<file path="src/rtl/spect_scaler_pkg.sv">
// spect_scaler_pkg: shared state encoding, divider length, DMA stride and magnitude helper.
package spect_scaler_pkg;
  typedef enum logic [2:0] {S_IDLE, S_IN, S_DIV1, S_DIV2, S_WR, S_DONE} state_t;
  localparam int DIV_CYCLES = 32;
  localparam logic [31:0] ADDR_STRIDE = 32'd4;
  // 0x8000 maps to 32768, which still fits the unsigned 16-bit result
  function automatic logic [15:0] mag16(input logic [15:0] x);
    return x[15] ? 16'(-x) : x;
  endfunction
endpackage

</file>
<file path="src/rtl/spect_scaler_div.sv">
// norm_div: restoring divider, 32-bit dividend / 16-bit divisor, one quotient bit per cycle.
// Ports: clk, rst (sync, active-high); start loads operands; divisor must stay stable
// while running; done is high in the final iteration cycle, with quotient valid alongside it.
module norm_div
  import spect_scaler_pkg::*;
(
  input  logic        clk,
  input  logic        rst,
  input  logic        start,
  input  logic [31:0] dividend,
  input  logic [15:0] divisor,
  output logic        done,
  output logic [31:0] quotient
);
  logic        busy_q, busy_d;
  logic [5:0]  cnt_q, cnt_d;
  logic [15:0] rem_q, rem_d, rem_n;
  logic [31:0] quo_q, quo_d, quo_n;
  logic [16:0] rem_sh;
  logic        ge;
  always_comb begin
    rem_sh   = {rem_q, quo_q[31]};
    ge       = rem_sh >= {1'b0, divisor};
    // remainder stays below divisor, so bit 16 is zero whenever no subtraction occurs
    rem_n    = ge ? 16'(rem_sh - {1'b0, divisor}) : rem_sh[15:0];
    quo_n    = {quo_q[30:0], ge};
    done     = busy_q && cnt_q == 6'd1;
    quotient = quo_n;
    busy_d   = start || (busy_q && !done);
    cnt_d    = start ? 6'(DIV_CYCLES) : busy_q ? cnt_q - 6'd1 : cnt_q;
    rem_d    = start ? 16'd0 : busy_q ? rem_n : rem_q;
    quo_d    = start ? dividend : busy_q ? quo_n : quo_q;
  end
  always_ff @(posedge clk) begin
    if (rst) begin
      busy_q <= 1'b0;
      cnt_q  <= '0;
      rem_q  <= '0;
      quo_q  <= '0;
    end else begin
      busy_q <= busy_d;
      cnt_q  <= cnt_d;
      rem_q  <= rem_d;
      quo_q  <= quo_d;
    end
  end
endmodule

</file>
<file path="src/rtl/spect_scaler.sv">
// spect_scaler: rescales signed sample pairs by max_value/max_in and DMA-writes them.
// Ports: clk, rst (sync, active-high); start/len/dst_addr/max_in/max_value job config;
// spect_data_1/2 + spect_valid/spect_rdy sample input; dma_addr/dma_write/dma_writedata/dma_rdy
// write port; busy, done status.
// Macro SPECT_SCALER_SAT_EN: clamp magnitude result to max_value (default: no clamp).
module spect_scaler
  import spect_scaler_pkg::*;
(
  input  logic        clk,
  input  logic        rst,
  input  logic        start,
  input  logic [15:0] len,
  input  logic [31:0] dst_addr,
  input  logic [15:0] max_in,
  input  logic [15:0] max_value,
  input  logic [15:0] spect_data_1,
  input  logic [15:0] spect_data_2,
  input  logic        spect_valid,
  output logic        spect_rdy,
  output logic [31:0] dma_addr,
  output logic        dma_write,
  output logic [31:0] dma_writedata,
  input  logic        dma_rdy,
  output logic        busy,
  output logic        done
);
  state_t      state_q, state_d;
  logic [15:0] len_q, len_d, cnt_q, cnt_d, max_in_q, max_in_d, max_val_q, max_val_d;
  logic [15:0] s1_q, s1_d, s2_q, s2_d, res1_q, res1_d, res2_q, res2_d;
  logic [31:0] addr_q, addr_d;
  logic        launched_q, launched_d;
  logic [15:0] sel, mres, res;
  logic [31:0] num, div_q;
  logic        div_start, div_done, div_end, in_div;
  norm_div u_div (
    .clk      (clk),
    .rst      (rst),
    .start    (div_start),
    .dividend (num),
    .divisor  (max_in_q),
    .done     (div_done),
    .quotient (div_q)
  );
  always_comb begin
    in_div    = state_q == S_DIV1 || state_q == S_DIV2;
    sel       = state_q == S_DIV1 ? s1_q : s2_q;
    num       = 32'(mag16(sel)) * 32'(max_val_q);
    // zero peak skips the divider entirely and forces a zero result
    div_start = in_div && !launched_q && max_in_q != 16'd0;
    div_end   = max_in_q == 16'd0 || div_done;
`ifdef SPECT_SCALER_SAT_EN
    mres      = div_q > {16'd0, max_val_q} ? max_val_q : div_q[15:0];
`else
    mres      = div_q[15:0];
`endif
    res       = max_in_q == 16'd0 ? 16'd0 : sel[15] ? 16'(-mres) : mres;
  end
`ifndef SPECT_SCALER_SAT_EN
  logic unused_hi;
  assign unused_hi = ^div_q[31:16];
`endif
  always_comb begin
    state_d = state_q;
    case (state_q)
      S_IDLE:  state_d = start ? (len == 16'd0 ? S_DONE : S_IN) : S_IDLE;
      S_IN:    state_d = spect_valid ? S_DIV1 : S_IN;
      S_DIV1:  state_d = div_end ? S_DIV2 : S_DIV1;
      S_DIV2:  state_d = div_end ? S_WR : S_DIV2;
      S_WR:    state_d = dma_rdy ? (cnt_q + 16'd1 == len_q ? S_DONE : S_IN) : S_WR;
      S_DONE:  state_d = S_IDLE;
      default: state_d = S_IDLE;
    endcase
  end
  always_comb begin
    len_d      = (state_q == S_IDLE && start) ? len : len_q;
    addr_d     = (state_q == S_IDLE && start) ? dst_addr :
                 (state_q == S_WR && dma_rdy) ? addr_q + ADDR_STRIDE : addr_q;
    max_in_d   = (state_q == S_IDLE && start) ? max_in : max_in_q;
    max_val_d  = (state_q == S_IDLE && start) ? max_value : max_val_q;
    cnt_d      = (state_q == S_IDLE && start) ? 16'd0 :
                 (state_q == S_WR && dma_rdy) ? cnt_q + 16'd1 : cnt_q;
    s1_d       = (state_q == S_IN && spect_valid) ? spect_data_1 : s1_q;
    s2_d       = (state_q == S_IN && spect_valid) ? spect_data_2 : s2_q;
    res1_d     = (state_q == S_DIV1 && div_end) ? res : res1_q;
    res2_d     = (state_q == S_DIV2 && div_end) ? res : res2_q;
    launched_d = div_start ? 1'b1 : (in_div && div_end) ? 1'b0 : launched_q;
  end
  always_comb begin
    spect_rdy     = state_q == S_IN;
    busy          = state_q != S_IDLE;
    done          = state_q == S_DONE;
    dma_write     = state_q == S_WR;
    dma_addr      = state_q == S_WR ? addr_q : 32'd0;
    dma_writedata = state_q == S_WR ? {res1_q, res2_q} : 32'd0;
  end
  always_ff @(posedge clk) begin
    if (rst) begin
      state_q    <= S_IDLE;
      len_q      <= '0;
      cnt_q      <= '0;
      addr_q     <= '0;
      max_in_q   <= '0;
      max_val_q  <= '0;
      s1_q       <= '0;
      s2_q       <= '0;
      res1_q     <= '0;
      res2_q     <= '0;
      launched_q <= 1'b0;
    end else begin
      state_q    <= state_d;
      len_q      <= len_d;
      cnt_q      <= cnt_d;
      addr_q     <= addr_d;
      max_in_q   <= max_in_d;
      max_val_q  <= max_val_d;
      s1_q       <= s1_d;
      s2_q       <= s2_d;
      res1_q     <= res1_d;
      res2_q     <= res2_d;
      launched_q <= launched_d;
    end
  end
endmodule

</file>
<file path="config.mk">
export PLATFORM = sky130hd
export DESIGN_NAME = spect_scaler
export DESIGN_NICKNAME = d
export VERILOG_FILES = /design/src/rtl/spect_scaler_pkg.sv /design/src/rtl/spect_scaler_div.sv /design/src/rtl/spect_scaler.sv
export SDC_FILE = /design/constraint.sdc
export NUM_CORES = 1
export LEC_CHECK = 0
export BUFFER_PORTS_ARGS = -buffer_cell sky130_fd_sc_hd__buf_2
export CAP_MARGIN = 0
export CORE_ASPECT_RATIO = 1.5
export CORE_MARGIN = 1.5
export CORE_UTILIZATION = 30
export CTS_CLUSTER_SIZE = 20
export DETAILED_ROUTE_END_ITERATION = 12
export PLACE_DENSITY = 0.46
export SLEW_MARGIN = 20
export SYNTH_ARGS = -nofsm -noshare
export SYNTH_HDL_FRONTEND = slang
export SYNTH_SLANG_ARGS = --single-unit
</file>
<file path="constraint.sdc">
create_clock -name clk -period 8.65 [get_ports clk]
set_input_delay 1.2975 -clock clk [delete_from_list [all_inputs] [get_ports clk]]
set_output_delay 1.2975 -clock clk [all_outputs]
set_load 0.01 [all_outputs]
</file>
==> out/results.txt <==
run status: finished, final reports clean
Max Freq: 0.124 GHz
flip-flop and latch count after synthesis: 219
average size of a mapped cell: 8.16 sq um
Mapped Cells: 2492
CP peak stage delay: 0.61 ns
Multi-input gate area: 14400 sq um
Die ar.: 69400 sq um
number of synthesized flops with an enable pin: 0
Worst setup SP type: flop
yosys warns: 0
Max Cap Viol: 0
core area: 66900 sq um
sequential share of power: 37.5%
row count: 116
fin. max-slew vios: 0
fraction of the yosys area taken by sequential cells: 21.6%
Placed Cells: 3449
worst slew pin tran: 1.02 ns
worst path bufs/invs: 4
largest net degree at the start of global routing: 78
Setup Viol. Count Final: 0
worst vdd ir: 0.131 mV
Detailed Routing Iterations Pass 1: 5
CTS tree: built
critical setup path kind: reg2reg
final worst path period share: 93.3%
CTS resizes: 0
remaining global-route overflow: 0
Post-Syn Area: 20300 sq um
ys flop type: dfxtp_1
Crit path top cell by count: fa_1
# clock sinks: 219
post-placement setup slack: 0.590 ns
Hold Path Class: reg2reg
per-cell routed wire length: 17.2 um
Slowest-stage cell, CP: fa_1
chip width: 216 um
vias in the first global route: 18.1k
Synth Net Count: 2930
Clock Path Buffers: 3
Comb pwr share: 24.8%
worst skew pair latency: 0.56 ns
worst slew margin relative to its limit: 32.1%
CP required: 9.12 ns
Power Internal: 2.05 mW
Port Buf Inserts: 184
Tot GR Track Use: 17.3%
Final Core Density: 34.2%
setup TNS: 0 ns
fillers: 7057
post-layout instance area: 22900 sq um
DR iter-0 viols: 778
Ant. Diodes: 0
placed cell areas: 22000 sq um
Net Sw Frac: 33.5%
Post-CTS Hold Buffers: 0
setup repair bufs after CTS: 0
FF+latch area: 4390 sq um
CTS Buf Count: 28
element type at the critical path end: flop
initial antenna violation count: 0
initial cell density of the core: 30.4%
share of cells above drive strength 1: 11.3%
Synth cell types: 91
pwr/cell area: 135 nW/um^2
final wirelength: 60.0 mm
post-route ant nets: 0
vias per cell: 4.91
CP max FO: 14
CTS HTree Levels: 1
Hold Worst Slack: 0.448 ns
clock power share: 37.7%
Final Total Pwr: 3.09 mW
routability-driven placement congestion ratio: 0.860
Reg clk slew, reported paths: 0.06 ns
Top delay family on crit path: adder cells
worst setup slack after layout: 0.582 ns
first-pass GRT wire length: 97.4 mm
Period minus WS final: 8.07 ns
Sw Pwr: 1.04 mW
area grow syn2layout: 12.6%
DRC Markers: 0
CTS root buf: clkbuf_16
final net count: 3032
Final Hold Fails: 0
die height: 322 um
ys async rst share: 0%
Lkg Pwr: 10.2 nW
Top Ports: 185
Finished Layout Cells: 3497
Setup Skew: 0.0157 ns
CP arrival: 8.54 ns
RSZ-0062 raised after global routing: false
Vias: 17.2k
Detail Placement HPWL: 46.8 mm
state kept, by name (all words and copies together) (netlist names):
| signal | count |
|---|---|
| u_div.rem_q | 16 |
| cnt_q | 16 |
| launched_q | 1 |
| max_val_q | 16 |
| u_div.quo_q | 32 |
| res2_q | 16 |
| max_in_q | 16 |
| u_div.cnt_q | 6 |
| s2_q | 16 |
| res1_q | 16 |
| state_q | 3 |
| s1_q | 16 |
| addr_q | 32 |
| u_div.busy_q | 1 |
| len_q | 16 |
placed cells by master, fill, tap and decap left out, types with 49 or more instances in the layout:
cell        n
nand2_1   428
inv_1     260
dfxtp_1   218
fa_1      195
and2_1    191
buf_2     183
a21oi_1   165
nor2_1    141
ha_1      126
o21ai_0    57
xor2_1     55
a211oi_1   51
mux2i_1    49
xnor2_1    49
layer usage:
metal	GRT usage, %	vias up	share of wire, %
met5	0	-	0
met4	4.29	0	2.3
met3	2.28	80	3.9
met2	32.6	301	53
met1	20.4	8416	41
li1	-	8374	-
cell type report:
cell class | instances | share of cell area, %
multi-input combinational | 1867 | 62.7
sequential | 219 | 19.1
timing repair buffer | 217 | 5.13
tap | 885 | 4.83
inverter | 261 | 4.28
clock buffer | 42 | 3.69
clock inverter | 6 | 0.262
Yosys cell counts, types with 21 or more instances:
| library cell | n | area [sq um] |
|---|---|---|
| ha_1 | 126 | 1580 |
| nor3_1 | 30 | 150 |
| nor2_1 | 141 | 529 |
| inv_1 | 260 | 976 |
| nand3_1 | 31 | 155 |
| mux2i_1 | 49 | 490 |
| fa_1 | 195 | 3900 |
| buf_2 | 21 | 105 |
| and3_1 | 21 | 131 |
| nand2_1 | 429 | 1610 |
| a211oi_1 | 51 | 383 |
| a21oi_1 | 165 | 826 |
| and2_1 | 192 | 1200 |
| dfxtp_1 | 219 | 4380 |
| or3_1 | 26 | 163 |
| xor2_1 | 55 | 482 |
| o21ai_0 | 57 | 285 |
| clkbuf_1 | 103 | 387 |
| xnor2_1 | 49 | 429 |
worst min-delay path, cell delays in order, from the launching register on:
cell and delay, ns:
dfxtp_1 0.30, nand2_1 0.05, a21oi_1 0.05
path summary, 6_finish.rpt:
kind / slack (ns) / startpoint / cells after the start / to
setup reg to reg: 0.58 / state_q[2]$_SDFF_PP0_ / 25 / u_div.quo_q[30]$_SDFFE_PP0P_
setup / recovery: 0.58 / state_q[2]$_SDFF_PP0_ / 25 / u_div.quo_q[30]$_SDFFE_PP0P_
hold / removal: 0.45 / addr_q[0]$_SDFFE_PP0P_ / 2 / addr_q[0]$_SDFFE_PP0P_
hold reg to reg: 0.45 / addr_q[0]$_SDFFE_PP0P_ / 2 / addr_q[0]$_SDFFE_PP0P_
logic make-up (layout without fill, tap and decap cells):
| kind of cell | Yosys count | in the layout | share of synthesized area (%) |
|---|---|---|---|
| AO/OA/AOI/OAI | 412 | 412 | 13.0 |
| XOR/XNOR | 107 | 107 | 4.72 |
| adder cells (fa/ha/maj) | 321 | 321 | 26.9 |
| buffers and inverters | 406 | 526 | 7.98 |
| flip-flops | 219 | 219 | 21.6 |
| multiplexers | 55 | 55 | 2.76 |
| AND/OR/NAND/NOR | 972 | 972 | 23.0 |
power groups by stage:
stage / Combinational (mW) / Sequential (mW) / Clock [mW]
finish: 0.767 / 1.16 / 1.16
global route: 0.866 / 1.17 / 1.25
floorplan: 0.582 / 1.13 / 0
global placement: 0.764 / 1.18 / 0
detailed placement: 0.771 / 1.18 / 0
CTS: 0.778 / 1.16 / 1.21
Note: power is estimated with default switching activity, not from simulation.
